File: src/rtl/loba_pkg.sv
// Shared LOBA arithmetic definitions: FSM states and default
// operand/segment widths used by the dividers and multipliers.
package loba_pkg;

  localparam int LOBA_WIDTH = 16;
  localparam int LOBA_K     = 4;

  // Width of a bit position (leading-one index, shift amount)
  localparam int LOBA_PW = $clog2(LOBA_WIDTH);

  typedef enum logic [2:0] {
    ST_IDLE,
    ST_NORM,
    ST_DIV,
    ST_SHIFT,
    ST_DONE
  } loba_state_t;

endpackage

File: src/rtl/loba_lod.sv
// Leading-one detector: position of the highest set bit of val.
// Ports: val (WIDTH) in; pos ($clog2(WIDTH)) out; zero out (val==0).
module loba_lod #(
  parameter int WIDTH = 16
) (
  input  logic [WIDTH-1:0]         val,
  output logic [$clog2(WIDTH)-1:0] pos,
  output logic                     zero
);

  localparam int PW = $clog2(WIDTH);

  // Ascending scan so the highest set bit wins
  always_comb begin
    pos = '0;
    for (int i = 0; i < WIDTH; i++) begin
      if (val[i]) pos = PW'(i);
    end
  end

  assign zero = ~|val;

endmodule

File: src/rtl/loba_div_16_4.sv
// Sequential LOBA approximate divider: Q ~= A / B using a K-bit
// divisor segment taken from B's leading one, then shifted back.
// Ports: clk, rst (sync, high); in_valid/in_ready, A, B in;
// out_valid/out_ready, Q, div_by_zero out.
module loba_div_16_4
  import loba_pkg::*;
#(
  parameter int WIDTH = LOBA_WIDTH,
  parameter int K     = LOBA_K
) (
  input  logic             clk,
  input  logic             rst,
  input  logic             in_valid,
  output logic             in_ready,
  input  logic [WIDTH-1:0] A,
  input  logic [WIDTH-1:0] B,
  output logic             out_valid,
  input  logic             out_ready,
  output logic [WIDTH-1:0] Q,
  output logic             div_by_zero
);

  localparam int PW = $clog2(WIDTH);
  localparam logic [PW-1:0] KM1  = PW'(K - 1);
  localparam logic [PW-1:0] LAST = PW'(WIDTH - 1);

  loba_state_t state, state_nx;

  logic [WIDTH-1:0] b_q;
  logic [WIDTH-1:0] qr_q;
  logic [K-1:0]     bh_q;
  logic [K-1:0]     rem_q;
  logic [PW-1:0]    s_q;
  logic [PW-1:0]    cnt_q;

  logic [PW-1:0]    kb;
  logic             b_zero;
  logic [PW-1:0]    s_nx;
  logic [WIDTH-1:0] b_sh;
  logic [K-1:0]     bh_nx;

  logic [K:0]       rp;
  logic [K:0]       diff;
  logic             ge;

  loba_lod #(
    .WIDTH(WIDTH)
  ) u_lod (
    .val (b_q),
    .pos (kb),
    .zero(b_zero)
  );

  // Truncation amount keeps the leading one as segment MSB
  assign s_nx  = (kb >= KM1) ? (kb - KM1) : '0;
  assign b_sh  = b_q >> s_nx;
  assign bh_nx = b_sh[K-1:0];

  // One restoring step; qr_q shifts dividend bits out at
  // the top and quotient bits in at the bottom
  assign rp   = {rem_q, qr_q[WIDTH-1]};
  assign ge   = rp >= {1'b0, bh_q};
  assign diff = rp - {1'b0, bh_q};

  always_ff @(posedge clk) begin
    if (rst) state <= ST_IDLE;
    else     state <= state_nx;
  end

  always_comb begin
    state_nx = state;
    unique case (state)
      ST_IDLE:  if (in_valid) state_nx = ST_NORM;
      ST_NORM:  state_nx = b_zero ? ST_DONE : ST_DIV;
      ST_DIV:   if (cnt_q == '0) state_nx = ST_SHIFT;
      ST_SHIFT: state_nx = ST_DONE;
      ST_DONE:  if (out_ready) state_nx = ST_IDLE;
      default:  state_nx = ST_IDLE;
    endcase
  end

  always_comb begin
    in_ready  = (state == ST_IDLE);
    out_valid = (state == ST_DONE);
  end

  always_ff @(posedge clk) begin
    if (rst) begin
      b_q         <= '0;
      qr_q        <= '0;
      bh_q        <= '0;
      rem_q       <= '0;
      s_q         <= '0;
      cnt_q       <= '0;
      Q           <= '0;
      div_by_zero <= 1'b0;
    end else begin
      unique case (state)
        ST_IDLE: begin
          if (in_valid) begin
            qr_q <= A;
            b_q  <= B;
          end
        end
        ST_NORM: begin
          if (b_zero) begin
            Q           <= '1;
            div_by_zero <= 1'b1;
          end else begin
            s_q         <= s_nx;
            bh_q        <= bh_nx;
            rem_q       <= '0;
            cnt_q       <= LAST;
            div_by_zero <= 1'b0;
          end
        end
        ST_DIV: begin
          rem_q <= ge ? diff[K-1:0] : rp[K-1:0];
          qr_q  <= {qr_q[WIDTH-2:0], ge};
          cnt_q <= cnt_q - 1'b1;
        end
        ST_SHIFT: begin
          Q <= qr_q >> s_q;
        end
        default: ;
      endcase
    end
  end

endmodule

File: config.mk
export PLATFORM = sky130hd
export DESIGN_NAME = loba_div_16_4
export DESIGN_NICKNAME = d
export VERILOG_FILES = /design/src/rtl/loba_pkg.sv /design/src/rtl/loba_lod.sv /design/src/rtl/loba_div_16_4.sv
export SDC_FILE = /design/constraint.sdc
export NUM_CORES = 1
export LEC_CHECK = 0
export CAP_MARGIN = 10
export CORE_MARGIN = 2
export CORE_UTILIZATION = 50
export DETAILED_ROUTE_END_ITERATION = 10
export GPL_ROUTABILITY_DRIVEN = 0
export PLACE_DENSITY = 0.74
export SYNTH_ARGS = -nofsm -noshare
export SYNTH_HDL_FRONTEND = slang
export SYNTH_SLANG_ARGS = --single-unit
File: constraint.sdc
create_clock -name clk -period 8.6 [get_ports clk]
set_clock_uncertainty 0.1 [all_clocks]
set_input_delay 1.72 -clock clk [delete_from_list [all_inputs] [get_ports clk]]
set_output_delay 1.72 -clock clk [all_outputs]
set_load 0.02 [all_outputs]
== Word-level counts from Yosys, hierarchy flattened ==
Cells that the tools add are included.
W data, S select, Z words.

* Word-level logic and storage cells: 68
* Output and inout bits: 19
* Input port bits: 36
* Register bits after elaboration: 68

* Eq/ne operators: 9
* Mux-type cells: 31
* Order comparisons: 2
* $add $sub $neg: 3
* Reductions and logical operators: 12
* Shifts and indexed selects: 2

{| class="wikitable"
|+ Operators by type and width
! operator !! number
|-
| $pmux W16 S2 || 2
|-
| $mux W4 || 12
|-
| $mux W16 || 2
|-
| $mux W3 || 8
|-
| $pmux W4 S2 || 2
|-
| $reduce_or A16 Y1 || 1
|-
| $shr A16 B4 Y16 || 1
|-
| $shr A16 B4 Y4 || 1
|-
| $pmux W3 S5 || 1
|-
| $reduce_and A2 Y1 || 5
|-
| $eq A3 B2 Y1 const B || 2
|-
| $ne A2 B2 Y1 const B || 3
|-
| $reduce_bool A2 Y1 || 3
|-
| $ge A5 B4 Y1 || 1
|-
| $ge A4 B2 Y1 const B || 1
|-
| $logic_not A4 Y1 || 1
|-
| $mux W2 || 2
|-
| $ne A2 B1 Y1 const B || 2
|-
| $sub A4 B1 Y4 const B || 1
|-
| $sub A4 B2 Y4 const B || 1
|-
| $sub A4 B4 Y4 || 1
|-
| $eq A3 B1 Y1 const B || 1
|-
| $eq A3 B3 Y1 const B || 1
|-
| $logic_not A3 Y1 || 1
|-
| 2 further kinds || 3
|}

== Depth between registers and ports, before layout ==
Gate-level depths: netlist of run 1.

* Depth in word-level cells: 18
* Mapped depth: 15
* Mapped depth without buffers: 13

== Hierarchy ==
A second synthesis of run 1 with hierarchy kept.

* Cell total of the unflattened synthesis: 522
* Area total of the unflattened synthesis: 4225.3 um^2

{| class="wikitable"
|+ By module, submodules not included
! module !! cells an instance !! times used !! sequential area each (um^2) !! area each (um^2)
|-
| loba_div_16_4 || 493 || 1 || 1361.3 || 4063.9
|-
| loba_lod || 29 || 1 || 0.0 || 161.4
|}

== Worst setup path after synthesis of run 1 ==
No wires, ideal clock.

* Kind: flip-flop to flip-flop
* Start point: register b_q[5]
* End point: register bh_q[2]
* Path buffers: 2
* Setup time: 132 ps
* Clock period less this slack: 2986 ps
* Stages on the path, launching flop included: 16
* Path slack: 5614 ps
* Data arrival time: 2754 ps
* Required time: 8368 ps
* Cells stage by stage: dfxtp_1 -> buf_2 -> inv_1 -> a221o_1 -> a21oi_2 -> a21oi_1 -> o21ai_0 -> ha_1 -> or4_4 -> nand3_2 -> o21ai_4 -> buf_6 -> mux2i_1 -> mux2i_1 -> a211oi_1 -> nor3_1

* Cells in the longest elaborated chain, start to end: 14
* Elaborated cells on any way between the ends: 17
* Classes of those cells: add/sub: 1; order compare: 1; shift: 1; mux: 12; reduce/logical: 2

{| class="wikitable"
|+ Ends and longest elaborated chain
! item !! RTL line !! text
|-
| start, declared || loba_div_16_4.sv:29 || <nowiki>logic [WIDTH-1:0] b_q;</nowiki>
|-
| start signal, assigned || loba_div_16_4.sv:89 || <nowiki>b_q <= '0;</nowiki>
|-
| start signal, assigned || loba_div_16_4.sv:102 || <nowiki>b_q <= B;</nowiki>
|-
| $mux W3 (3 in series) || loba_lod.sv:17 || <nowiki>if (val[i]) pos = PW'(i);</nowiki>
|-
| $mux W4 (8 in series) || loba_lod.sv:17 ||
|-
| $sub A4 B2 Y4 or $ge A4 B2 Y1 (tied branches) || loba_div_16_4.sv:55 || <nowiki>assign s_nx = (kb >= KM1) ? (kb - KM1) : '0;</nowiki>
|-
| $mux W4 || loba_div_16_4.sv:55 ||
|-
| $shr A16 B4 Y4 || loba_div_16_4.sv:56 || <nowiki>assign b_sh = b_q >> s_nx;</nowiki>
|-
| end signal, assigned || loba_div_16_4.sv:111 || <nowiki>bh_q <= bh_nx;</nowiki>
|-
| end, declared || loba_div_16_4.sv:31 || <nowiki>logic [K-1:0] bh_q;</nowiki>
|}

Several ways; a longest one is shown, not always the timed one.
A chain may end at the register's enable or synchronous reset.

== Worst setup path in the final report of run 1 ==
* Start point: register state[1]
* End point: output port in_ready

* Cells in the longest elaborated chain, start to end: 1

{| class="wikitable"
|+ Ends and longest elaborated chain
! item !! RTL line !! text
|-
| start, declared || loba_div_16_4.sv:27 || <nowiki>loba_state_t state, state_nx;</nowiki>
|-
| start signal, assigned || loba_div_16_4.sv:67 || <nowiki>else state <= state_nx;</nowiki>
|-
| $logic_not A3 Y1 || loba_div_16_4.sv:83 || <nowiki>in_ready = (state == ST_IDLE);</nowiki>
|-
| end, declared || loba_div_16_4.sv:14 || <nowiki>output logic in_ready,</nowiki>
|}

Every way passes these cells.

==> results of run 1 <==
## cells in the mapped netlist, types with 2 or more instances
master / instances / area share, %
nand2b_1: 4 / 0.62
nor2_1: 81 / 7.5
mux4_2: 3 / 1.7
a31oi_1: 7 / 1.1
a22oi_1: 2 / 0.37
a211oi_1: 10 / 1.8
and3_1: 4 / 0.62
or4_1: 2 / 0.37
a21o_1: 2 / 0.37
nor3b_1: 3 / 0.55
nand3_1: 4 / 0.49
o21ai_0: 31 / 3.8
ha_1: 6 / 1.8
nor4_1: 3 / 0.46
a311oi_1: 17 / 3.7
nand3b_1: 4 / 0.74
mux2_2: 6 / 1.7
dfxtp_1: 68 / 34
nor3_1: 17 / 2.1
and2_1: 3 / 0.46
clkbuf_1: 35 / 3.2
nand2_1: 88 / 8.1
a21oi_1: 47 / 5.8
nor2b_1: 7 / 1.1
inv_1: 14 / 1.3
buf_6: 2 / 0.55
o22ai_1: 4 / 0.62
mux2i_1: 35 / 8.6
or4_4: 2 / 0.55
nand4_1: 2 / 0.31
o311ai_0: 2 / 0.43
buf_1: 2 / 0.18
## worst paths after layout
path                  from  cells past startpoint        to
setup / recovery  state[1]                      2  in_ready
setup reg to reg    b_q[5]                     13   bh_q[2]
hold / removal      b_q[0]                      2    b_q[0]
hold reg to reg     b_q[0]                      2    b_q[0]
## per-layer routing
metal	routed length, um	vias to the layer above	global-route usage [%]	part of all wire, %
met1	4674	1824	30.98	48
met5	0	-	0	0
met3	453	12	4.254	4.6
li1	-	1956	-	-
met4	127	0	7.367	1.3
met2	4574	106	37.02	47
## per-stage QoR
| stage | power [mW] | hold slack (ns) | instances | util, % | setup WS [ns] |
|---|---|---|---|---|---|
| floorplan | 0.7880 | 0.3488 | 539 | - | 5.614 |
| global placement | 0.8752 | 0.3618 | 659 | 58.75 | 4.769 |
| detailed placement | 0.8900 | 0.3696 | 659 | 58.75 | 4.747 |
| CTS | 1.156 | 0.3796 | 675 | 61.23 | 4.969 |
| global route | 1.233 | 0.4115 | 675 | 61.23 | 4.840 |
| finish | 1.155 | 0.3763 | 675 | 61.23 | 4.962 |
## registers in the layout, summed over array words and instances, names as in the netlist
signal	cells
Q	16
b_q	16
qr_q	16
bh_q	4
cnt_q	4
rem_q	4
s_q	4
state	3
div_by_zero	1
## cell type report
cell class                      count  share of cell area (%)
Tap cell                          102                   2.669
Inverter                           15                   1.178
Sequential cell                    68                   28.47
Clock buffer                       12                   3.036
Timing Repair Buffer               58                   11.83
Multi-Input combinational cell    416                   51.79
Clock inverter                      4                   1.021
## worst reg2reg max path: stages, from the launching register on
cell and delay [ns]:
dfxtp_1 0.48, inv_1 0.08, a221o_1 0.37, a21oi_2 0.26, a21oi_1 0.10, o21ai_0 0.17, ha_1 0.26, or4_4 0.18
nand3_2 0.09, o21ai_4 0.46, mux2_4 0.36, o21a_1 0.17, o32ai_1 0.26, nor3_1 0.07
## cell families (layout without fill, tap and decap cells)
| group | count (synthesis) | in the layout | synth area share [%] |
|---|---|---|---|
| AO/OA/AOI/OAI | 133 | 133 | 20.86 |
| buffers and inverters | 55 | 89 | 5.485 |
| multiplexers | 45 | 45 | 12.33 |
| adder cells (fa/ha/maj) | 7 | 7 | 2.342 |
| AND/OR/NAND/NOR | 230 | 230 | 25.24 |
| flip-flops | 68 | 68 | 33.53 |
| XOR/XNOR | 1 | 1 | 0.2158 |
## report_power, final
group	internal (mW)	switching, mW	total, mW
Combinational	0.208	0.265	0.473
Clock	0.142	0.124	0.266
Sequential	0.357	0.0604	0.417
Total	0.706	0.449	1.16
==> flow_summary.toml, run 1 <==
[synth]
ys_ff_latch = 68
syn_area_sq_mm = 0.004060
synth_edf_count = 0
yosysWarnings = 0
syn_inst = 539
synth.avg_cell_area_sq_um = 7.533
ys_types = 54
yosysSeqAreaShare_pct = 33.53
postSynth.asyncResetShare_pct = 0
synth_nets = 582
synthFlopType = "dfxtp_1"

[floorplanning]
row_count = 32
die_w_um = 94.11
die_h_um = 94.11
start_util_pct = 52.00
core-area_sq_mm = 0.007807
ios = 55
dieArea_sq_mm = 0.008857

[worst_setup_path]
path_buf_inv = 1
arrival_ns = 1.82
start_kind = "flip-flop"
endpoint_kind = "primary output"
worstSetupPathType = "flip-flop to primary output"
crit_required_ns = 6.78
crit_fanout = 11
critPathTopFamily = "buffers and inverters"
crit_chain = "nor3_1, clkdlybuf4s50_1"
slowest_stage = "clkdlybuf4s50_1"
cpPeakStageDelay_ns = 0.68
reg2reg_slack_ns = 5.05

[sta]
period_share_pct = 42.30
hold_viol = 0
maxSlewViolCount = 0
setup_violations = 0
worst_pin_slew_ns = 1.111
finalSetupTns_ns = 0
fmax_mhz = 274.9
max-slew-margin-rel_pct = 25.93
rsz0062_at_grt = "false"
final.min_clock_period_ns = 3.638

[final_layout]
final_common_cell = "nand2_1"
area_delta_synth_final_pct = 17.75
regArea_sq_mm = 0.001361
nets = 611
diodes = 0
design_area_sq_mm = 0.004781
layout_common_cells = "88 x nand2_1, 81 x nor2_1, 68 x dfxtp_1"
multi_input_area_sq_mm = 0.002476
final_layout_size_suffix_gt1_share_pct = 6.981
nFillCells = 750

[route]
drc_errors = 0
detail-route-antenna-nets = 0
vias = 3898
dr.pass1.iters = 5
vias_per_cell = 5.775
drtIter0Drc = 157
routed_wl_um = 9829
wl_per_cell_um = 14.56

[clock_tree]
clk_pin_slew_ns = 0.08
post-cts-setup-buffers = 0
insertion_delay_ns = 0.35
root_buffer = "clkbuf_8"
postCtsHoldBufs = 0
cts_tree = "built"
cts.sinks = 68
postCtsResizedCells = 0
clockBufferDepth = 2
htreeDepth = 3
cts_made_buffers = 9

[global_route]
grt_max_degree = 69
grt_remaining_overflow = 0
grt_use_total_pct = 22.95
antenna_found_initial = 0
grt_pass1_vias = 3519
grt_pass1_wl_um = 16410

[status]
status = "finished, final reports clean"

[power_and_ir_drop]
ir_drop_mv = 0.1347
power.leakage_nw = 1.769
p_per_area_mw_per_mm2 = 241.6

[place]
numPortBuffers = 54
hpwlAfterDp_um = 6863
place_area_sq_mm = 0.004587

[job]
max_cap_violations = 0

[hold_path]
hp-class = "flip-flop to flip-flop"
Power figures use the tool's default switching activity.
==> inputs of run 2 (changes only) <==
==> constraint.sdc (replaced) <==
create_clock -name clk -period 3.8 [get_ports clk]
set_clock_uncertainty 0.1 [all_clocks]
set_input_delay 0.76 -clock clk [delete_from_list [all_inputs] [get_ports clk]]
set_output_delay 0.76 -clock clk [all_outputs]
set_load 0.02 [all_outputs]
==> run 2 against run 1 <==
Compared with the run above:
- global-route usage up 0.54 points
- sequential power up 130%
- highest routed layer unchanged
- first-iteration DRC count up 68%
- total power up 130%
- largest cell class unchanged
- design area up 0.55%
- routed wire length up 0.85%
- non-clock buffer count up 4
- critical path type is now flip-flop to flip-flop
- largest power group unchanged
- combinational power up 130%
==> flow_summary.toml, run 2 (synthesis gave the netlist of run 1 again) <==
[status]
status = "finished, final reports clean"

[route]
dr_wl_met2_um = 4545
detail-route-antenna-nets = 0
dr.pass1.iters = 5
vias_per_cell = 5.880
wl_per_cell_um = 14.64
highest_layer = "met4"
m1WireLength_um = 4629
vias = 3981
drtIter0Drc = 263
routed_wl_um = 9913
met3_length_um = 510
drc_errors = 0

[worst_setup_path]
worstSetupPathType = "flip-flop to flip-flop"
path_common_cell = "a21oi_1"
r2r-end = "bh_q[0]"
start_kind = "flip-flop"
r2r-start = "b_q[5]"
crit_required_ns = 3.97
slowest_stage = "dfxtp_1"
cp.depth = 14
rr_worst_depth = 14
endpoint_kind = "flip-flop"
reg2reg_slack_ns = 0.40
critPathLaunch = "b_q[5]"
critPathTopFamily = "compound AO/OA/AOI/OAI gates"
cpPeakStageDelay_ns = 0.47
arrival_ns = 3.56
crit_fanout = 10
crit_chain = "inv_1, a221o_1, a21oi_2, a21oi_1, o21ai_0, ha_1, or4_4, nand3_2, o21ai_4, buf_4, mux2i_1, a21oi_1, or3_1, a31oi_1"
endpoint = "bh_q[0]"
path_buf_inv = 2

[final_layout]
layout_common_cells = "88 x nand2_1, 81 x nor2_1, 68 x dfxtp_1"
regArea_sq_mm = 0.001361
largestRegisters = "Q (16), b_q (16), qr_q (16)"
nFillCells = 732
area_delta_synth_final_pct = 18.40
final_common_cell = "nand2_1"
design_area_sq_mm = 0.004807
diodes = 0
final_layout_size_suffix_gt1_share_pct = 7.478
multi_input_area_sq_mm = 0.002476
nets = 615

[floorplanning]
start_util_pct = 52.00
core-area_sq_mm = 0.007807
die_w_um = 94.11
row_count = 32
ios = 55
die_h_um = 94.11
dieArea_sq_mm = 0.008857

[global_route]
grt_use_total_pct = 23.48
grt_remaining_overflow = 0
grt_pass1_wl_um = 16930
grt_pass1_vias = 3670
antenna_found_initial = 0
grt_max_degree = 45

[clock_tree]
postCtsHoldBufs = 0
cts_tree = "built"
cts.sinks = 68
clk_pin_slew_ns = 0.07
cts_made_buffers = 9
clockBufferDepth = 2
post-cts-setup-buffers = 0
postCtsResizedCells = 0
insertion_delay_ns = 0.35
root_buffer = "clkbuf_8"
htreeDepth = 3

[sta]
maxSlewViolCount = 0
period_share_pct = 89.37
setup_violations = 0
holdWs_ns = 0.3929
final.min_clock_period_ns = 3.396
hold_viol = 0
max-slew-margin-rel_pct = 44.64
rsz0062_at_grt = "false"
worst_pin_slew_ns = 0.8304
finalSetupTns_ns = 0
fmax_mhz = 294.5

[power_and_ir_drop]
clockPowerShare_pct = 22.8
combPwrFrac_pct = 41.4
power.leakage_nw = 1.787
p_per_area_mw_per_mm2 = 547.8
ir_drop_mv = 0.3393
p_int_mw = 1.619
p_switching_mw = 1.015
power_frac_seq_pct = 35.8
swShare_pct = 38.53

[hold_path]
hp-class = "flip-flop to flip-flop"

[place]
place_area_sq_mm = 0.004617
hpwlAfterDp_um = 6991
numPortBuffers = 54

[job]
max_cap_violations = 0
run 2: cell type report:
type,count,share of cell area (%)
Clock buffer,12,3.227
Clock inverter,2,0.7288
Inverter,15,1.171
Multi-Input combinational cell,416,51.51
Sequential cell,68,28.32
Tap cell,102,2.655
Timing Repair Buffer,62,12.39
run 2: worst min path at each step:
stage,endpoint,cells after the start,startpoint,slack (ns)
5_1_grt,Q[4],2,Q[4],0.41
4_1_cts,Q[6],2,Q[6],0.40
3_5_place_dp,Q[6],2,Q[6],0.38
6_report,Q[6],2,Q[6],0.39
3_3_place_gp,div_by_zero,2,div_by_zero,0.37
2_1_floorplan,b_q[0],2,b_q[0],0.35
run 2: power by group through the flow:
stage / Sequential (mW) / Combinational (mW) / Clock, mW
3_5_place_dp: 0.956 / 1.07 / 0
5_1_grt: 0.961 / 1.21 / 0.631
3_3_place_gp: 0.951 / 1.04 / 0
6_report: 0.943 / 1.09 / 0.601
4_1_cts: 0.940 / 1.08 / 0.609
2_1_floorplan: 0.907 / 0.876 / 0
run 2: layer usage:
layer  GRT usage (%)  vias up
li1                -     1970
met2           37.50      128
met3           4.093       24
met5               0        -
met4           10.02        0
met1           31.16     1859
run 2: worst min-delay path, cell delays in order (launching register included):
cell and delay [ns]:
dfxtp_1 0.31, nor2_1 0.10, nor3_1 0.05
run 2: through the flow:
stage	instances	worst slack (ns)	power (mW)	util (%)
CTS	677	0.4089	2.632	61.57
floorplan	539	0.8145	1.783	-
detailed placement	663	0.4546	2.030	59.13
global placement	663	0.5508	1.994	59.13
global route	677	0.1953	2.803	61.57
finish	677	0.4040	2.634	61.57
==> inputs of run 3 (changes only) <==
--- a/config.mk
+++ b/config.mk
@@ -5,12 +5,15 @@
 export SDC_FILE = /design/constraint.sdc
 export NUM_CORES = 1
 export LEC_CHECK = 0
+export ABC_AREA = 0
 export CAP_MARGIN = 10
 export CORE_MARGIN = 2
 export CORE_UTILIZATION = 50
+export CTS_CLUSTER_DIAMETER = 30
 export DETAILED_ROUTE_END_ITERATION = 10
 export GPL_ROUTABILITY_DRIVEN = 0
 export PLACE_DENSITY = 0.74
+export REMOVE_ABC_BUFFERS = 1
 export SYNTH_ARGS = -nofsm -noshare
 export SYNTH_HDL_FRONTEND = slang
 export SYNTH_SLANG_ARGS = --single-unit
==> run 3 against run 2 <==
Compared with the run above:
- first-iteration DRC count decreased by 38%
- clock-buffer cell count is 1 higher
- flip-flop and latch count did not move
- register-to-register slack barely moved
- critical endpoint unchanged
- sequential share of layout area increased by 0.13 points
- critical path depth is the same
- design area down 0.44%
- largest cell class unchanged
==> flow_summary.toml, run 3 (synthesis gave the netlist of run 1 again) <==
[final_layout]
final_layout_size_suffix_gt1_share_pct = 7.465
final_common_cell = "nand2_1"
stdcell_count = 678
layout_common_cells = "88 x nand2_1, 81 x nor2_1, 68 x dfxtp_1"
nets = 615
area_delta_synth_final_pct = 17.87
diodes = 0
design_area_sq_mm = 0.004786
largestRegisters = "Q (16), b_q (16), qr_q (16)"

[global_route]
grt_pass1_vias = 3544
antenna_found_initial = 0
grt_max_degree = 41
grt_remaining_overflow = 0
grt_pass1_wl_um = 16700
grt_use_total_pct = 23.27

[clock_tree]
cts_tree = "built"
cts.sinks = 68
htreeDepth = 3
postCtsResizedCells = 0
clk_pin_slew_ns = 0.07
clockBufferDepth = 2
cts_made_buffers = 9
root_buffer = "clkbuf_8"
postCtsHoldBufs = 0
insertion_delay_ns = 0.33
post-cts-setup-buffers = 0

[sta]
maxSlewViolCount = 0
max-slew-margin-rel_pct = 46.68
setup_violations = 0
worst_slack_ns = 0.4122
holdWs_ns = 0.3835
worst_pin_slew_ns = 0.7988
final.min_clock_period_ns = 3.388
finalSetupTns_ns = 0
fmax_mhz = 295.2
period_share_pct = 89.15
hold_viol = 0
rsz0062_at_grt = "false"

[floorplanning]
die_h_um = 94.11
dieArea_sq_mm = 0.008857
row_count = 32
core-area_sq_mm = 0.007807
die_w_um = 94.11
start_util_pct = 52.00
ios = 55

[place]
hpwlAfterDp_um = 6821
numPortBuffers = 54
dp_cells = 663
place_area_sq_mm = 0.004617
placement.setup.worst_slack_ns = 0.4644

[worst_setup_path]
rr_worst_depth = 14
start_kind = "flip-flop"
crit_chain = "inv_1, a221o_1, a21oi_2, a21oi_1, o21ai_0, ha_1, or4_4, nand3_2, o21ai_4, buf_4, mux2i_1, a21oi_1, or3_1, a31oi_1"
reg2reg_slack_ns = 0.41
arrival_ns = 3.55
critPathTopFamily = "compound AO/OA/AOI/OAI gates"
r2r-start = "b_q[5]"
r2r-end = "bh_q[0]"
worstSetupPathType = "flip-flop to flip-flop"
slowest_stage = "dfxtp_1"
crit_required_ns = 3.96
critPathLaunch = "b_q[5]"
path_buf_inv = 2
path_common_cell = "a21oi_1"
endpoint_kind = "flip-flop"
cpPeakStageDelay_ns = 0.46
cp.depth = 14
crit_fanout = 11

[power_and_ir_drop]
p_int_mw = 1.554
swShare_pct = 39.10
power_frac_seq_pct = 36.9
clockPowerShare_pct = 20.8
ir_drop_mv = 0.2784
p_switching_mw = 0.9982
p_per_area_mw_per_mm2 = 533.4
combPwrFrac_pct = 42.3
power.leakage_nw = 1.778

[route]
routed_wl_um = 9599
vias = 3869
detail-route-antenna-nets = 0
dr.pass1.iters = 5
wl_per_cell_um = 14.16
drc_errors = 0
drtIter0Drc = 164
vias_per_cell = 5.706

[hold_path]
whs_endpoint = "b_q[0]"
min_from = "b_q[0]"
min_path_cells = 2
hp-class = "flip-flop to flip-flop"

[job]
max_cap_violations = 0

[status]
status = "finished, final reports clean"
==> run 3: worst max-delay path by stage <==
stage | endpoint | slack (ns)
5_1_grt | bh_q[2] | 0.06
2_1_floorplan | bh_q[2] | 0.64
3_5_place_dp | bh_q[2] | 0.46
4_1_cts | bh_q[0] | 0.43
3_3_place_gp | bh_q[0] | 0.57
6_report | bh_q[0] | 0.41
==> run 3: layer usage <==
metal  share of wire (%)  wire length, um  GRT usage (%)
met5                   0                0              0
met1                  46             4439          31.19
met2                  48             4627          38.93
met3                 4.3              416          3.210
met4                 1.2              114          6.884
==> run 3: worst min-delay path: stages, from the launching register on <==
cell and delay, ns:
dfxtp_1 0.33, nand2_1 0.06, a21oi_1 0.05
==> run 3: final cells by class <==
cell class / count / area, sq um
Sequential cell: 68 / 1361
Multi-Input combinational cell: 416 / 2476
Timing Repair Buffer: 62 / 595.6
Clock buffer: 13 / 158.9
Tap cell: 102 / 127.6
Clock inverter: 2 / 10.01
Fill cell: 720 / 3022
Inverter: 15 / 56.30
==> run 3: power groups by stage <==
stage               clock [mW]  sequential, mW  combinational (mW)
floorplan                    0           0.940               0.777
global placement             0           0.951                1.04
detailed placement           0           0.955                1.07
CTS                      0.539           0.940                1.07
global route             0.574           0.961                1.20
finish                   0.531           0.942                1.08
==> run 3: through the flow <==
step | utilization, % | power [mW]
after global routing | 61.30 | 2.737
after detailed placement | 59.13 | 2.022
after floorplan | - | 1.717
after CTS | 61.30 | 2.552
after global placement | 59.13 | 1.993
final | 61.30 | 2.553
